--- src/rtl/multi_timer_pkg.sv ---
// Shared types and constants for the multi-channel timer.
package multi_timer_pkg;

    typedef enum logic [1:0] {
        CH_IDLE = 2'd0,
        CH_RUN  = 2'd1,
        CH_DONE = 2'd2
    } ch_state_e;

    localparam logic YES  = 1'b1;
    localparam logic NO   = 1'b0;
    localparam logic HIGH = 1'b1;
    localparam logic LOW  = 1'b0;

endpackage

--- src/rtl/timer_prescaler.sv ---
// Free-running clock divider producing a one-cycle registered tick every CLK_HZ/TICK_HZ cycles.
module timer_prescaler
    import multi_timer_pkg::*;
#(
    parameter int unsigned CLK_HZ  = 27_000_000,
    parameter int unsigned TICK_HZ = 1_000
) (
    input  logic clk,
    input  logic reset,
    output logic tick
);

    localparam int unsigned RATIO_RAW = (TICK_HZ == 0) ? 1 : CLK_HZ / TICK_HZ;
    localparam int unsigned RATIO     = (RATIO_RAW == 0) ? 1 : RATIO_RAW;
    localparam int unsigned PW        = (RATIO > 1) ? $clog2(RATIO) : 1;

    if (TICK_HZ == 0 || TICK_HZ > CLK_HZ) begin : g_bad_cfg
        $error("timer_prescaler: TICK_HZ must be nonzero and not exceed CLK_HZ");
    end

    logic [PW-1:0] cnt_q;
    logic [PW-1:0] cnt_d;
    logic          tick_q;
    logic          wrap_c;

    assign wrap_c = (cnt_q == PW'(RATIO - 1));
    assign cnt_d  = wrap_c ? '0 : cnt_q + PW'(1);

    always_ff @(posedge clk or posedge reset) begin
        if (reset) begin
            cnt_q  <= '0;
            tick_q <= LOW;
        end else begin
            cnt_q  <= cnt_d;
            tick_q <= wrap_c;
        end
    end

    assign tick = tick_q;

endmodule

--- src/rtl/multi_timer.sv ---
// Multi-channel programmable timer: shared prescaler tick feeding independent one-shot/periodic down-counters.
module multi_timer
    import multi_timer_pkg::*;
#(
    parameter int unsigned CLK_HZ      = 27_000_000,
    parameter int unsigned TICK_HZ     = 1_000,
    parameter int unsigned CHANNELS    = 4,
    parameter int unsigned COUNT_WIDTH = 16
) (
    input  logic                            clk,
    input  logic                            reset,
    input  logic [CHANNELS-1:0]             start,
    input  logic [CHANNELS-1:0]             stop,
    input  logic [CHANNELS-1:0]             clear,
    input  logic [CHANNELS-1:0]             periodic,
    input  logic [CHANNELS*COUNT_WIDTH-1:0] period,
    output logic                            tick,
    output logic [CHANNELS-1:0]             running,
    output logic [CHANNELS-1:0]             expired,
    output logic [CHANNELS-1:0]             done
);

    localparam int unsigned CW = COUNT_WIDTH;

    logic tick_c;

    timer_prescaler #(
        .CLK_HZ  (CLK_HZ),
        .TICK_HZ (TICK_HZ)
    ) u_prescaler (
        .clk   (clk),
        .reset (reset),
        .tick  (tick_c)
    );

    assign tick = tick_c;

    for (genvar i = 0; i < int'(CHANNELS); i++) begin : g_ch
        ch_state_e     state_q;
        ch_state_e     state_d;
        logic [CW-1:0] count_q;
        logic [CW-1:0] count_d;
        logic          done_q;
        logic          done_d;
        logic          running_q;
        logic          running_d;
        logic          expired_q;
        logic          expired_d;
        logic [CW-1:0] per_c;
        logic          start_c;
        logic          expire_c;

        assign per_c   = period[i*CW +: CW];
        // A start with a zero period behaves as if it were never issued.
        assign start_c = start[i] && (per_c != '0);
        assign expire_c = !clear[i] && !start_c && !stop[i] && tick_c
                          && (state_q == CH_RUN) && (count_q <= CW'(1));

        always_ff @(posedge clk or posedge reset) begin
            if (reset) begin
                state_q   <= CH_IDLE;
                count_q   <= '0;
                done_q    <= LOW;
                running_q <= LOW;
                expired_q <= LOW;
            end else begin
                state_q   <= state_d;
                count_q   <= count_d;
                done_q    <= done_d;
                running_q <= running_d;
                expired_q <= expired_d;
            end
        end

        // Command priority: clear > start > stop > tick.
        always_comb begin
            state_d = state_q;
            count_d = count_q;
            if (clear[i]) begin
                state_d = CH_IDLE;
                count_d = '0;
            end else if (start_c) begin
                state_d = CH_RUN;
                count_d = per_c;
            end else if (stop[i]) begin
                if (state_q == CH_RUN) begin
                    state_d = CH_IDLE;
                end
            end else if (tick_c && (state_q == CH_RUN)) begin
                if (count_q > CW'(1)) begin
                    count_d = count_q - CW'(1);
                end else if (periodic[i]) begin
                    count_d = per_c;
                    if (per_c == '0) begin
                        state_d = CH_IDLE;
                    end
                end else begin
                    state_d = CH_DONE;
                    count_d = '0;
                end
            end
        end

        always_comb begin
            running_d = (state_d == CH_RUN);
            expired_d = expire_c;
            done_d    = done_q;
            if (clear[i] || start_c) begin
                done_d = LOW;
            end else if (expire_c && !periodic[i]) begin
                done_d = HIGH;
            end
        end

        assign running[i] = running_q;
        assign expired[i] = expired_q;
        assign done[i]    = done_q;
    end

endmodule

--- config.mk ---
export PLATFORM = sky130hd
export DESIGN_NAME = multi_timer
export DESIGN_NICKNAME = d
export VERILOG_FILES = /design/src/rtl/multi_timer_pkg.sv /design/src/rtl/timer_prescaler.sv /design/src/rtl/multi_timer.sv
export SDC_FILE = /design/constraint.sdc
export NUM_CORES = 1
export LEC_CHECK = 0
export CORE_MARGIN = 2
export CORE_UTILIZATION = 29
export DETAILED_ROUTE_END_ITERATION = 8
export PLACE_DENSITY = 0.57
export SLEW_MARGIN = 25
export SYNTH_ARGS = -nofsm -noshare
export SYNTH_HDL_FRONTEND = slang
export SYNTH_SLANG_ARGS = --single-unit
export TNS_END_PERCENT = 30
--- constraint.sdc ---
create_clock -name clk -period 3.1 [get_ports clk]
set_input_delay 0.465 -clock clk [delete_from_list [all_inputs] [get_ports clk]]
set_output_delay 0.465 -clock clk [all_outputs]
set_load 0.02 [all_outputs]
==> results.md, run 1 <==
- Peak Freq: 382.7 MHz
- Share of the synthesized area in the top cell type: 40.86%
- Synth top cells by count: dfrtp_1 (100), nand2_1 (88), o21ai_0 (53)
- CP bufs+invs: 0
- Maximum vdd drop: 0.0002332 V
- Worst skew pair latency: 0.36 ns
- # nets final: 859
- Top Family by Delay on Critical Path: compound AO/OA/AOI/OAI gates
- Pre-CTS setup slack: 0.1727 ns
- Post-synth EDFFs: 0
- Final Power: 3761 µW
- Layout cells sized above 1: under 10%
- Relative slew slack: 34.20%
- Clk buf depth: 2
- # fillers: roughly 2,100
- Syn Nets: 767
- Clk slew on worst S/H paths: 0.08 ns
- Area growth syn-to-layout: 25.45%
- H-tree levels: 3
- Global-route wire length before repair: 27.62 mm
- Worst path cell trace: nor4_4 -> nand4_1 -> o41ai_2 -> a22oi_1 -> o31ai_1
- Outcome: complete, no violations
- Clock power frac: between 30% and 40%
- DIE AREA: 22,300 µm²
- Top_reg_cell synth: dfrtp_1
- Power Density: 489.4 nW/µm²
- Worst EP required: 3.35 ns
- Antenna violations before repair: 0
- Routed len/inst: approximately 16 µm
- Arrival time worst endpoint: 2.87 ns
- CTS tree: done
- Sw Ratio: 32.91%
- Postcts setup bufs: 0
- CTS sink cnt: 100
- Post-route insts no fill: 1,048
- Via count: between 5,000 and 6,000
- # rows: 53
- Clk_skew: around 0.010 ns
- Initial core utilization: around 30%
- Post-synthesis register bit count: 100
- CTS root buf: clkbuf_16
- CTS Buf Count: 9
- RSZ-0062 raised after global routing: no
- Dpl cells: a little over 1,000
- Final core utilization: 36.78%
- Post-DRT Antenna Nets: 0
- Int Pwr: 2523 µW
- Leak: 0.003214 µW
- Hold buffer count at cts: 0
- Period utilization: 84.29%
- Detailed Routing Iterations Pass 1: 5
- Synth warnings: 0
- Pin count of the biggest net entering global routing: 53
- Syn Inst Count: 676
- Die Wd: 149.3 µm
- Crit path time final: 2.613 ns
- Register area: approximately 2500 µm²
- Comb pwr share: roughly 28%
- Yosys cell types: 59
- Post-Route Setup TNS: 0 ns
- Sequential fraction of the synthesis area: 40.86%
- Antenna diodes: 0
- Largest area contributor in the netlist: dfrtp_1
- Max-slew violations: 0
- CP peak stage delay: 0.91 ns
- Initial DRC count: 276
- Area of the multi-input gates: 3322 µm²
- Post-Syn Area: 6125 µm²
- IO Pins: 95
- Final Worst Setup Slack: 0.4871 ns
- Die H: 149.3 µm
- Vias per cell: 5.165
- Number of I/O port buffers: 94
- Drt drc: 0
- Core ar.: 20,890 µm²
- Wirelength, routed: 16.57 mm
- Ranking of synthesized cells by area: dfrtp_1 (41%), xor2_1 (5.9%), a22oi_1 (5.8%)
- CP max FO: 11
- Max-Cap Viols: 0
- GRT Total Usage: 15.58%
- PostCTS Resize Cnt: 0
- Critical Path End Type: register
- Vias in the first global route: 5,373
- Async SR Flop Fraction: 100.0%
- CP max-delay cell: o41ai_2
- Startpoint types: register
- CP Class: reg -> reg
- Placer Congestion: 0.8668
- Worst slew pin tran: approximately 1 ns
- Final hold viol count: 0
- DP HPWL: 12.12 mm
- Most frequent cell after synthesis: dfrtp_1
- Setup violations, final: 0
- Post-synthesis area per instance: just over 9 µm²
- Worst hold path class: reg -> reg
- Net Switching: 1238 µW
- Gr ovfl total: 0
- Seq pwr share: ~40%
state kept, by name, indices dropped and copies added (netlist names):
register	cells
g_ch.done_q	4
g_ch.expired_q	4
u_prescaler.cnt_q	15
u_prescaler.tick	1
g_ch.state_q	8
g_ch.running_q	4
g_ch.count_q	64
final cells by class:
cell class                      count  share of cell area (%)
Clock buffer                       10                   2.980
Sequential cell                   100                   32.57
Clock inverter                      6                  0.9282
Multi-Input combinational cell    517                   43.23
Timing Repair Buffer              117                   14.66
Tap cell                          275                   4.478
Inverter                           23                   1.156
path summary, 6_finish.rpt:
path,endpoint,slack [ns],cells past startpoint,startpoint
worst min-delay path,u_prescaler.cnt_q[0],0.47,1,u_prescaler.cnt_q[0]
worst min register to register,u_prescaler.cnt_q[0],0.47,1,u_prescaler.cnt_q[0]
max in group asynchronous,g_ch[0].count_q[1],1.88,3,reset
worst max register to register,g_ch[0].count_q[11],0.49,5,g_ch[0].count_q[4]
worst max-delay path,g_ch[0].count_q[11],0.49,5,g_ch[0].count_q[4]
min in group asynchronous,g_ch[3].count_q[4],0.56,2,reset
power groups by stage:
| stage | Combinational (µW) | Sequential (µW) | Clock [µW] |
|---|---|---|---|
| 6_report | 1070 | 1510 | 1180 |
| 5_1_grt | 1190 | 1530 | 1280 |
| 4_1_cts | 1070 | 1510 | 1230 |
| 3_5_place_dp | 1070 | 1540 | 0 |
| 3_3_place_gp | 1070 | 1540 | 0 |
| 2_1_floorplan | 754 | 1510 | 0 |
placed cells by master, fill, tap and decap left out, types with 6 or more instances in the layout:
cell             instances
xor2_1                  41
xnor2_1                 19
a22oi_2                 10
o31ai_1                  6
clkbuf_16                9
dfrtp_1                100
nand3_1                 19
o21ai_0                 53
a22oi_1                 47
nor4_1                  29
nor2_1                  45
buf_4                   22
a21oi_1                  9
inv_1                   22
ha_1                     9
nand2_1                 88
nor2b_1                 11
nor3_1                  19
o21ai_1                 13
o21a_1                   9
a31oi_1                  6
clkdlybuf4s50_1         94
nand4_1                  7
and3_1                   6
stage by stage:
stage | hold slack, ns | instance area (µm²)
6_report | 0.4723 | 7684
4_1_cts | 0.4782 | 7684
2_1_floorplan | 0.4244 | 6125
5_1_grt | 0.4988 | 7684
3_3_place_gp | 0.4449 | 7383
3_5_place_dp | 0.4683 | 7383
logic make-up after synthesis:
kind of cell | count (synthesis) | synth area share [%]
flops | 100 | 40.86
simple gates | 269 | 23.37
buf+inv | 59 | 4.903
fa+ha+maj | 9 | 1.839
xor+xnor | 60 | 8.580
mux | 3 | 0.4903
compound gates | 176 | 19.96
per-layer routing:
metal / part of all wire, % / wire [µm] / GRT usage (%) / up-vias
li1: - / - / - / 2640
met1: 47 / 7745 / 20.97 / 2619
met2: 46 / 7692 / 25.32 / 138
met3: 5.4 / 901 / 3.303 / 16
met4: 1.4 / 234 / 4.429 / 0
met5: 0 / 0 / 0 / -
Note: power is estimated with default switching activity, not from simulation.
==> inputs of run 2 (changes only) <==
clock period = 2.25 ns   (was 3.1 ns; I/O delays follow)
==> results.md, run 2 (synthesis results as in run 1) <==
- Core ar.: 20,890 µm²
- Critical Path End Type: register
- Period utilization: between 90% and 100%
- Detailed Routing Iterations Pass 1: 5
- Startpoint types: register
- Clk buf depth: 2
- Gr ovfl total: 0
- Power Density: 633.1 nW/µm²
- GRT Total Usage: around 16%
- Layout cells sized above 1: around 23%
- Top Family by Delay on Critical Path: simple AND/OR/NAND/NOR gates
- # rows: 53
- Met1 WL: 8.070 mm
- # nets final: approximately 1,000
- Post-Route Setup TNS: 0 ns
- Final Power: 5576 µW
- Die Wd: approximately 150 µm
- Clk slew on worst S/H paths: 0.07 ns
- Max-Cap Viols: 0
- CTS Buf Count: 9
- Wirelength, routed: 17.25 mm
- CP Class: reg -> reg
- CP bufs+invs: 1
- Worst EP required: around 2.5 ns
- Initial DRC count: between 200 and 300
- Max-slew violations: 0
- Worst-case hold slack: 0.4518 ns
- Relative slew slack: 60.25%
- IO Pins: between 90 and 100
- Top Metal Used: met4
- CP peak stage delay: 0.54 ns
- Met3 WL: 690 µm
- Initial core utilization: 29.32%
- Largest regs: g_ch.count_q (64), u_prescaler.cnt_q (15), g_ch.state_q (8)
- DP HPWL: 12.74 mm
- DIE AREA: roughly 22,000 µm²
- Antenna diodes: 0
- Wire length on met2: around 8.3 mm
- CTS sink cnt: 100
- Final hold viol count: 0
- Placer Congestion: 0.8394
- H-tree levels: 3
- CP max-delay cell: or4_4
- CP max FO: 16
- Global-route wire length before repair: approximately 29 mm
- Die H: 149.3 µm
- Final Worst Setup Slack: 0.03392 ns
- Setup violations, final: 0
- Pre-CTS setup slack: -0.3627 ns
- Largest register by flop count: g_ch.count_q
- Maximum vdd drop: 0.0003568 V
- CTS root buf: clkbuf_16
- Vias in the first global route: 5,690
- Worst skew pair latency: 0.35 ns
- Area growth syn-to-layout: 43.82%
- Leak: 0.003882 µW
- Post-DRT Antenna Nets: 0
- Most frequent cells in the layout: buf_4 (131), dfrtp_1 (100), clkdlybuf4s50_1 (94)
- Outcome: complete, no violations
- Pin count of the biggest net entering global routing: 62
- Number of I/O port buffers: 94
- Max reg flops: 64
- Hold buffer count at cts: 0
- Cell mode on critical path: or4_4
- Peak Freq: ~450 MHz
- Worst slew pin tran: 0.5900 ns
- Drt drc: 0
- Routed len/inst: 14.82 µm
- Antenna violations before repair: 0
- Via count: 5,756
- RSZ-0062 raised after global routing: yes
- CTS tree: done
- # fillers: 2,094
- Crit path time final: ~2.2 ns
- Arrival time worst endpoint: 2.45 ns
- Clk_skew: ~0.0085 ns
- Vias per cell: 4.945
- Worst hold path class: reg -> reg
- Worst path cell trace: or4_4 -> or4_4 -> buf_4 -> and2_4 -> a22oi_1 -> o21ai_1
- Commonest non-fill, non-tap cell in the layout: buf_4
-- run 2: changes by cell type in the layout (fill, tap and decap cells not counted), sizes merged --
cell and delta:
bufinv +1, buf +117, clkbuf -1, clkinvlp -1, or2 +1, inv -1
-- run 2: path summary, 6_finish.rpt --
kind,startpoint,end,slack [ns],cells past startpoint
min in group asynchronous,reset,u_prescaler.cnt_q[5],0.46,3
max reg2reg,g_ch[1].count_q[4],g_ch[1].count_q[10],0.03,6
max,g_ch[1].count_q[4],g_ch[1].count_q[10],0.03,6
max in group asynchronous,reset,g_ch[2].count_q[2],1.34,3
min,u_prescaler.cnt_q[0],u_prescaler.cnt_q[0],0.45,1
min reg2reg,u_prescaler.cnt_q[0],u_prescaler.cnt_q[0],0.45,1
-- run 2: cell type report --
class                           instances  area [µm²]  share of cell area [%]
Clock buffer                            9       225.2                   2.557
Tap cell                              275       344.1                   3.906
Multi-Input combinational cell        518        3465                   39.33
Clock inverter                          5       86.33                  0.9801
Timing Repair Buffer                  234        2096                   23.79
Sequential cell                       100        2502                   28.41
Inverter                               23       90.09                   1.023
-- run 2: timing repair --
item | in CTS | in global routing
pin swaps | 1 | 6
buffers inserted | 3 | 0
endpoints found under the setup margin | 25 | 61
resized for setup | 1 | 26
gates cloned | 0 | 1
-- run 2: where the power goes --
part | internal, µW | switching, µW | total, µW
clock | 973 | 702 | 1680
combinational | 943 | 896 | 1840
sequential | 1920 | 142 | 2060
total | 3840 | 1740 | 5580
-- run 2: per-layer routing --
metal | vias to the layer above | track usage [%]
met5 | - | 0
met4 | 0 | 4.048
met3 | 13 | 2.538
met2 | 106 | 26.47
met1 | 2764 | 21.82
li1 | 2873 | -
-- run 2: metrics by stage --
| stage | area [µm²] | util, % | cells |
|---|---|---|---|
| 5_1_grt | 8808 | 42.17 | 1164 |
| 2_1_floorplan | 6128 | - | 676 |
| 3_3_place_gp | 8315 | 39.81 | 1146 |
| 4_1_cts | 8670 | 41.50 | 1163 |
| 6_report | 8808 | 42.17 | 1164 |
| 3_5_place_dp | 8315 | 39.81 | 1146 |
==> inputs of run 3 (changes only) <==
SKIP_LAST_GASP = 1   (was unset)
SYNTH_HIERARCHICAL = 1   (was unset)
==> results.md, run 3 <==
- Post-synthesis area per instance: 8.900 µm²
- Relative slew slack: between 50% and 60%
- Maximum vdd drop: 0.0002732 V
- Critical Path End Type: register
- CP Class: in -> reg
- Max-slew violations: 0
- DIE AREA: 23,430 µm²
- Placer Congestion: 0.9102
- Worst slew pin tran: 0.6089 ns
- # rows: 54
- Synth warnings: 6
- Detailed Routing Iterations Pass 1: 5
- CP max FO: 8
- Leak: about 0.004 µW
- IO Pins: 95
- Worst hold path class: in -> reg
- Vias per cell: ~5.3
- Number of I/O port buffers: 94
- Synth top cells by count: dfrtp_1 (100), nand2_1 (75), nor2_1 (72)
- Max reg flops: 64
- RSZ-0062 raised after global routing: yes
- GRT Total Usage: 17.11%
- Final Power: 5225 µW
- Post-route insts no fill: 1,220
- Largest area contributor in the netlist: dfrtp_1
- H-tree levels: 3
- Dpl cell area: 8641 µm²
- Post-DRT Antenna Nets: 0
- Share of the synthesized area in the top cell type: approximately two fifths
- Outcome: complete, no violations
- Ranking of synthesized cells by area: dfrtp_1 (39%), nand2_1 (4.4%), nor2_1 (4.2%)
- Post-synth EDFFs: 0
- Die Wd: 153.1 µm
- Antenna diodes: 0
- Post-synthesis register bit count: 100
- Worst EP required: 2.52 ns
- Clk_skew: 0.007610 ns
- Clk buf depth: 2
- Syn Nets: 815
- CTS Buf Count: 9
- Vias in the first global route: 6,486
- Setup violations, final: 0
- Core ar.: 21,820 µm²
- Finished Cell Area: 9273 µm²
- Routed len/inst: 16.33 µm
- Arrival time worst endpoint: 2.52 ns
- Pin count of the biggest net entering global routing: 33
- Post-Syn Area: between 6000 and 7000 µm²
- Post-Route Setup TNS: 0 ns
- Via count: 6,435
- Gr ovfl total: 0
- Startpoint types: input port
- Largest regs: g_ch.count_q (64), u_prescaler/cnt_q (15), g_ch.state_q (8)
- CP peak stage delay: approximately 0.54 ns
- Dpl cells: 1,200
- Drt drc: 0
- DP HPWL: 14.90 mm
- Final Worst Setup Slack: between 0.007 and 0.008 ns
- Pre-CTS setup slack: -0.5191 ns
- Area growth syn-to-layout: 43.90%
- Initial DRC count: 322
- Clk slew on worst S/H paths: about 0.070 ns
- CTS sink cnt: 100
- # nets final: 1,026
- Worst skew pair latency: about 0.35 ns
- Most frequent cell after synthesis: dfrtp_1
- Worst path cell trace: clkdlybuf4s50_1 -> or4_4 -> o41a_4 -> or2_4 -> a211o_1 -> o21ai_1
- Hold buffer count at cts: 0
- CTS tree: done
- Period utilization: 99.68%
- Power Density: 563.5 nW/µm²
- Wirelength, routed: 19.92 mm
- CP max-delay cell: o41a_4
- Crit path time final: 2.243 ns
- Global-route wire length before repair: 33.07 mm
- Max-Cap Viols: 0
- CTS root buf: clkbuf_16
- Final hold viol count: 0
- Sequential fraction of the synthesis area: 38.83%
- Top_reg_cell synth: dfrtp_1
- Syn Inst Count: about 720
- Die H: 153.1 µm
- Largest register by flop count: g_ch.count_q
- Layout cells sized above 1: 24.47%
- Peak Freq: 445.9 MHz
- Most frequent cells in the layout: buf_4 (145), dfrtp_1 (99), clkdlybuf4s50_1 (80)
- Commonest non-fill, non-tap cell in the layout: buf_4
- Yosys cell types: 75
- Async SR Flop Fraction: 100.0%
- Antenna violations before repair: 0
- Initial core utilization: between 20% and 30%
## run 3: what timing repair did
action	CTS	global route
buffers inserted	0	2
cloned	1	1
resized for setup	13	50
setup endpoints to repair	32	63
pin swaps	2	15
## run 3: final timing paths
check                      depth (start not counted)  slack (ns)                 start                    to
max in group asynchronous                          2        1.39                 reset  u_prescaler/cnt_q[2]
hold / removal                                     3        0.28            period[11]   g_ch[0].count_q[11]
min in group asynchronous                          2        0.36                 reset    g_ch[0].count_q[8]
setup reg to reg                                   6        0.10    g_ch[1].count_q[7]   g_ch[1].count_q[13]
setup / recovery                                   6       0.007            period[21]   g_ch[1].count_q[14]
hold reg to reg                                    1        0.45  u_prescaler/cnt_q[0]  u_prescaler/cnt_q[0]
## run 3: worst max-delay path: cells and delay by family
kind / cells / cell delay, ns
buffers and inverters: 1 / 0.45
AO/OA/AOI/OAI: 3 / 0.89
AND/OR/NAND/NOR: 2 / 0.84
## run 3: kinds of logic (layout without fill, tap and decap cells)
logic type | after synthesis | in the layout | share of synthesized area, %
and+or+nand+nor | 312 | 313 | 26.45
AOI/OAI and AO/OA | 190 | 191 | 21.36
DFF | 100 | 100 | 38.83
buffers and inverters | 66 | 280 | 5.087
xor gates and xnor gates | 42 | 42 | 5.709
adders and majority gates | 9 | 9 | 1.748
muxes | 5 | 5 | 0.8155
## run 3: area by class of cell
class	instances	area, µm²
Inverter	20	78.83
Sequential cell	100	2504
Clock buffer	11	232.7
Clock inverter	5	61.31
Multi-Input combinational cell	560	3899
Tap cell	280	350.3
Fill cell	2160	12550
Timing Repair Buffer	244	2147
## run 3: routing by layer
metal,vias up,part of all wire (%),global-route usage [%]
met5,-,0,0
met4,0,1.3,5.203
met3,23,4.4,3.402
met2,142,48,27.85
met1,3119,46,22.98
li1,3151,-,-
## run 3: stage by stage
step / hold WS (ns) / utilization (%)
2_1_floorplan: 0.2512 / -
6_report: 0.2801 / 42.49
3_5_place_dp: 0.4528 / 39.59
5_1_grt: 0.2860 / 42.49
4_1_cts: 0.3727 / 41.32
3_3_place_gp: 0.4433 / 39.59
## run 3: report_power, final
group	switching, µW	internal (µW)
Sequential	110	1890
Combinational	833	811
Clock	708	868
Total	1650	3570
==> RTL change 1 (config.mk and constraints of run 1) <==
Reset style: synchronous (`reset`), changed in 2 clocked blocks.
--- a/src/rtl/timer_prescaler.sv
+++ b/src/rtl/timer_prescaler.sv
@@ -26,7 +26,7 @@
     assign wrap_c = (cnt_q == PW'(RATIO - 1));
     assign cnt_d  = wrap_c ? '0 : cnt_q + PW'(1);
 
-    always_ff @(posedge clk or posedge reset) begin
+    always_ff @(posedge clk) begin
         if (reset) begin
             cnt_q  <= '0;
             tick_q <= LOW;
--- a/src/rtl/multi_timer.sv
+++ b/src/rtl/multi_timer.sv
@@ -56,7 +56,7 @@
         assign expire_c = !clear[i] && !start_c && !stop[i] && tick_c
                           && (state_q == CH_RUN) && (count_q <= CW'(1));
 
-        always_ff @(posedge clk or posedge reset) begin
+        always_ff @(posedge clk) begin
             if (reset) begin
                 state_q   <= CH_IDLE;
                 count_q   <= '0;
Function: differs if reset is asserted again (counterexample within 4 cycles, from zero or initial values and one cycle with reset high); with reset held inactive, the same outputs for 4 cycles.
==> RTL change 1 against run 1 <==
- fmax up 1.6%
- power down 3.5%
- synthesized cell count up 6.5%
- sequential share of layout area down 5.6 points
- area after synthesis down 5.1%
- utilization up 1.1 points
- worst setup slack better by 0.041 ns
- sequential cell count unchanged
- hold slack worse by 0.011 ns
- routed wire length up 4.5%
- critical path depth up 1
- register-to-register slack better by 0.08 ns
- design area down 3.4%
- critical endpoint is now g_ch[0].count_q[3]
- highest routed layer unchanged
==> RTL change 1: results (changes against run 1) <==
Synthesis
  – Syn_nets: 811 (was 767)
  – List of most frequent post-synthesis cells: 100 x dfxtp_1, 70 x nor2_1, 66 x nand2_1 (was 100 x dfrtp_1, 88 x nand2_1, 53 x o21ai_0)
  – Yosys cell types: 71 (was 59)
  – Synth top area cells: dfxtp_1 34%, nor2_1 4.5%, nand2_1 4.3% (was dfrtp_1 41%, xor2_1 5.9%, a22oi_1 5.8%)
  – Mapped Area: 5810 um2 (was 6120 um2)
  – Post-synthesis sequential area ratio: 34.4% (was 40.9%)
  – Mapped Cells: 720 (was 676)
  – Async set or reset register ratio after synthesis: 0% (was 100%)

Layout
  – Layout cells sized above 1: 8.35% (was 9.06%)
  – CLK BUF: 11 (was 10)
  – Multi-input gate area: 3450 um2 (was 3320 um2)
  – Final net count: 901 (was 859)
  – Antenna cell count: 1 (was 0)
  – Fraction of area in multi-input gates: 46.5% (was 43.2%)
  – Inverters: 30 (was 23)
  – Register area: 2000 um2 (was 2500 um2)
  – Multi-input gates: 543 (was 517)
  – Fillers: 2000 (was 2135)
  – Layout clock area frac: 4.14% (was 3.91%)
  – Layout sequential cell count: 100 (unchanged)
  – Number of signal-net buffers in the layout: 126 (was 117)
  – Data buffer area share: 16.4% (was 14.7%)

Status
  – Status: finished, final reports clean (unchanged)

Detailed routing
  – Detailed-route via count: 5890 (was 5413)
  – Drt first-iter violations: 400 (was 276)
  – Vias per cell: 5.45 (was 5.17)
  – Routed len/inst: 16.0 um (was 15.8 um)
  – DRT Pass-1 Iters: 5 (unchanged)

Setup path
  – Critical path's top delay family: compound AO/OA/AOI/OAI gates (unchanged)
  – Max stage delay cell, worst path: or4_1 (was o41ai_2)
  – CP max stage delay: 0.60 ns (was 0.91 ns)
  – Arr. time, crit path: 2.80 ns (was 2.87 ns)
  – Crit Path Max Fanout: 12 (was 11)

Placement
  – Placer congestion estimate: 0.839 (was 0.867)
  – Pre-CTS WS: 0.188 ns (was 0.173 ns)
  – Dpl hpwl: 12.7 mm (was 12.1 mm)
  – Post-DP Area: 7120 um2 (was 7380 um2)

Timing
  – Worst-Margin Slew: 0.721 ns (was 0.976 ns)
  – Worst Clk Skew: 0.0133 ns (was 0.0101 ns)

GRT
  – First-pass GRT wire length: 28.5 mm (was 27.6 mm)
  – Largest net degree at the start of global routing: 30 (was 53)
  – Initial antenna violation count: 1 (was 0)
  – GRT Util Overall: 16.2% (was 15.6%)
  – Number of global-route vias before repair: 5538 (was 5373)

Power
  – Peak VDD IR: 0.192 mV (was 0.233 mV)
  – Leak pwr: 0.00265 uW (was 0.00321 uW)

Clock tree
  – CTS max path bufs: 2 (unchanged)
  – Clock Pin Slew Worst Setup and Hold Paths: 0.07 ns

Min path
  – Hold crit path type: flop to flop (unchanged)
==> RTL change 1: cell count changes in the layout (fill, tap and decap cells not counted), moves of 25 or more <==
cell,run 1,this run
a21oi_1,9,47
a22oi_1,47,17
dfrtp_1,100,0
dfxtp_1,0,100
nor2_1,45,70
o21ai_0,53,19
o22ai_1,0,32
xor2_1,41,7
==> RTL change 1: per-layer routing <==
metal	wire, um	track usage (%)	vias up
met2	7780	25.4	173
met3	1010	3.76	24
met4	257	5.05	0
li1	-	-	2942
met1	8280	22.1	2751
met5	0	0	-
==> RTL change 1: worst reg2reg max path, stage by stage (launching register included) <==
cell      delay (ns)
dfxtp_1         0.35
or4_1           0.63
nor4_1          0.37
buf_4           0.24
a31o_1          0.46
a221oi_1        0.15
a211oi_1        0.24
==> RTL change 1: logic make-up after synthesis <==
| group | Yosys count | share of synthesized area (%) |
|---|---|---|
| AO/OA/AOI/OAI | 232 | 29.4 |
| multiplexers | 1 | 0.172 |
| flip-flops | 100 | 34.4 |
| adder cells (fa/ha/maj) | 9 | 1.94 |
| buffers and inverters | 77 | 6.28 |
| XOR/XNOR | 16 | 2.41 |
| AND/OR/NAND/NOR | 285 | 25.4 |
==> RTL change 1: worst paths after layout <==
check / start / endpoint / slack [ns] / cells after the start
worst max register to register: g_ch[0].count_q[4] / g_ch[0].count_q[1] / 0.57 / 6
worst max-delay path: period[0] / g_ch[0].count_q[3] / 0.53 / 6
worst min register to register: u_prescaler.cnt_q[0] / u_prescaler.cnt_q[0] / 0.46 / 1
worst min-delay path: u_prescaler.cnt_q[0] / u_prescaler.cnt_q[0] / 0.46 / 1
==> RTL change 1: power by group <==
part	total, uW	switching (uW)	internal (uW)
Sequential	1390	50.1	1340
Clock	1200	499	704
Combinational	1040	579	461
==> RTL change 2 (settings of run 1) <==
Made on the original files. Set the parameter `COUNT_WIDTH` to 18 (it was 16).
--- a/src/rtl/multi_timer.sv
+++ b/src/rtl/multi_timer.sv
@@ -5,7 +5,7 @@
     parameter int unsigned CLK_HZ      = 27_000_000,
     parameter int unsigned TICK_HZ     = 1_000,
     parameter int unsigned CHANNELS    = 4,
-    parameter int unsigned COUNT_WIDTH = 16
+    parameter int unsigned COUNT_WIDTH = 18
 ) (
     input  logic                            clk,
     input  logic                            reset,
Ports: changed (resized period); port bits go from 95 to 103. The function was not compared with the original's and may differ.
==> RTL change 2 against run 1 <==
- power down 7.1%
- first-iteration DRC count up 49%
- clock power up 7%
- final cell count up 13%
- largest cell class unchanged
- sequential cell count up 8
- highest routed layer unchanged
- worst setup slack better by 0.0034 ns
- area after synthesis up 9.7%
- design area up 11%
- clock skew down 0.00052 ns
- routed wire length up 23%
- fmax up 0.13%
==> RTL change 2: results (changes against run 1) <==
Detailed routing
  – Final wirelength: 20.3 mm (was 16.6 mm)
  – ANT nets after route: 0 (unchanged)
  – DRT Pass-1 Iters: 5 (unchanged)
  – Vias per cell: 5.48 (was 5.17)
  – Drt first-iter violations: 412 (was 276)

Synthesis
  – List of most frequent post-synthesis cells: 108 x dfrtp_1, 81 x nor2_1, 72 x nand2_1 (was 100 x dfrtp_1, 88 x nand2_1, 53 x o21ai_0)
  – Synth warn: 0 (unchanged)
  – Yosys cell types: 67 (was 59)
  – Syn_nets: 881 (was 767)
  – Post-synthesis sequential area ratio: 40.2% (was 40.9%)
  – Synth top area cells: dfrtp_1 40%, nor2_1 4.5%, nand2_1 4.0% (was dfrtp_1 41%, xor2_1 5.9%, a22oi_1 5.8%)
  – Async set or reset register ratio after synthesis: 100% (unchanged)

Clock tree
  – CTS max path bufs: 2 (unchanged)
  – Cts hold-fix bufs: 0 (unchanged)
  – CTS buffer count: 9 (unchanged)
  – Cts repair resizes: 0 (unchanged)
  – Post-CTS setup buffers: 0 (unchanged)
  – # H-tree levels: 3 (unchanged)
  – Root buffer cell: clkbuf_16 (unchanged)
  – Clock Pin Slew Worst Setup and Hold Paths: 0.07 ns
  – Clock Latency Late Sink: 0.35 ns

GRT
  – Number of global-route vias before repair: 6438 (was 5373)
  – Largest net degree at the start of global routing: 43 (was 53)
  – First-pass GRT wire length: 33.9 mm (was 27.6 mm)
  – GRT Util Overall: 17.2% (was 15.6%)
  – Initial antenna violation count: 0 (unchanged)

Setup path
  – Setup CP Type: flop to flop (unchanged)
  – R2R setup slack: 0.49 ns
  – Critical path's top delay family: simple AND/OR/NAND/NOR gates (was compound AO/OA/AOI/OAI gates)
  – FF-to-FF End: g_ch[1].count_q[14] (was g_ch[0].count_q[11])
  – Worst reg-to-reg path cell count: 7 (was 5)
  – Worst setup path startpoint: g_ch[1].count_q[17] (was g_ch[0].count_q[4])
  – Max stage delay cell, worst path: or4_1 (was o41ai_2)
  – CP max stage delay: 0.54 ns (was 0.91 ns)
  – Crit Path Max Fanout: 8 (was 11)

Layout
  – Final net count: 994 (was 859)
  – Layout cells sized above 1: 8.57% (was 9.06%)
  – Largest registers: g_ch.count_q: 72 flops, u_prescaler.cnt_q: 15 flops, g_ch.state_q: 8 flops (was g_ch.count_q: 64 flops, u_prescaler.cnt_q: 15 flops, g_ch.state_q: 8 flops)
  – Fillers: 2345 (was 2135)
  – Antenna cell count: 0 (unchanged)

Timing
  – Worst Clk Skew: 0.00962 ns (was 0.0101 ns)
  – Max-Slew Margin vs Limit: 41.4% (was 34.2%)
  – Final setup vio count: 0 (unchanged)

Power
  – Leak pwr: 0.00343 uW (was 0.00321 uW)
  – Peak VDD IR: 0.237 mV (was 0.233 mV)

Placement
  – IO Port Bufs: 102 (was 94)
  – Dpl hpwl: 15.2 mm (was 12.1 mm)
  – Placer congestion estimate: 0.836 (was 0.867)

Status
  – Status: finished, final reports clean (unchanged)

Min path
  – Hold depth: 1 (unchanged)
  – Hold path start: u_prescaler.cnt_q[0] (unchanged)
[RTL change 2: area by class of cell]
class,count,share of cell area [%]
Timing Repair Buffer,146,16.0
Multi-Input combinational cell,613,43.8
Clock inverter,2,0.704
Inverter,17,0.792
Sequential cell,108,31.7
Tap cell,285,4.18
Clock buffer,12,2.89
[RTL change 2: worst max-delay path by stage]
stage,cells past startpoint,end
finish,7,g_ch[1].count_q[14]
global route,6,g_ch[0].count_q[3]
detailed placement,8,g_ch[3].count_q[15]
global placement,7,g_ch[3].count_q[15]
CTS,7,g_ch[1].count_q[14]
floorplan,8,g_ch[3].count_q[12]
[RTL change 2: cell families after synthesis]
kind of cell / share of synthesized area [%]
compound gates: 22.1
xor+xnor: 2.74
fa+ha+maj: 1.68
buf+inv: 4.25
flops: 40.2
mux: 0.596
simple gates: 28.5
[RTL change 2: per-layer routing]
layer  vias to the layer above  part of all wire, %  track usage (%)
met4                         0                  1.8             4.33
met5                         -                    0                0
li1                       3194                    -                -
met2                       188                   46             27.2
met1                      3074                   46             23.7
met3                        27                  6.2             3.97
[RTL change 2: where the power goes]
group	leakage, uW	switching, uW	internal, uW	total (uW)
sequential	0.00143	75.9	1470	1550
combinational	0.00184	372	313	685
clock	0.000149	536	724	1260
[RTL change 2: metrics by stage]
stage | cell area [um2] | setup slack (ns) | std cells | utilization, % | hold WS (ns)
after floorplan | 6720 | 0.797 | 782 | - | 0.432
after detailed placement | 8230 | 0.266 | 1169 | 36.2 | 0.458
after CTS | 8530 | 0.491 | 1183 | 37.6 | 0.468
final | 8530 | 0.490 | 1183 | 37.6 | 0.465
after global routing | 8530 | 0.193 | 1183 | 37.6 | 0.487
after global placement | 8230 | 0.321 | 1169 | 36.2 | 0.452
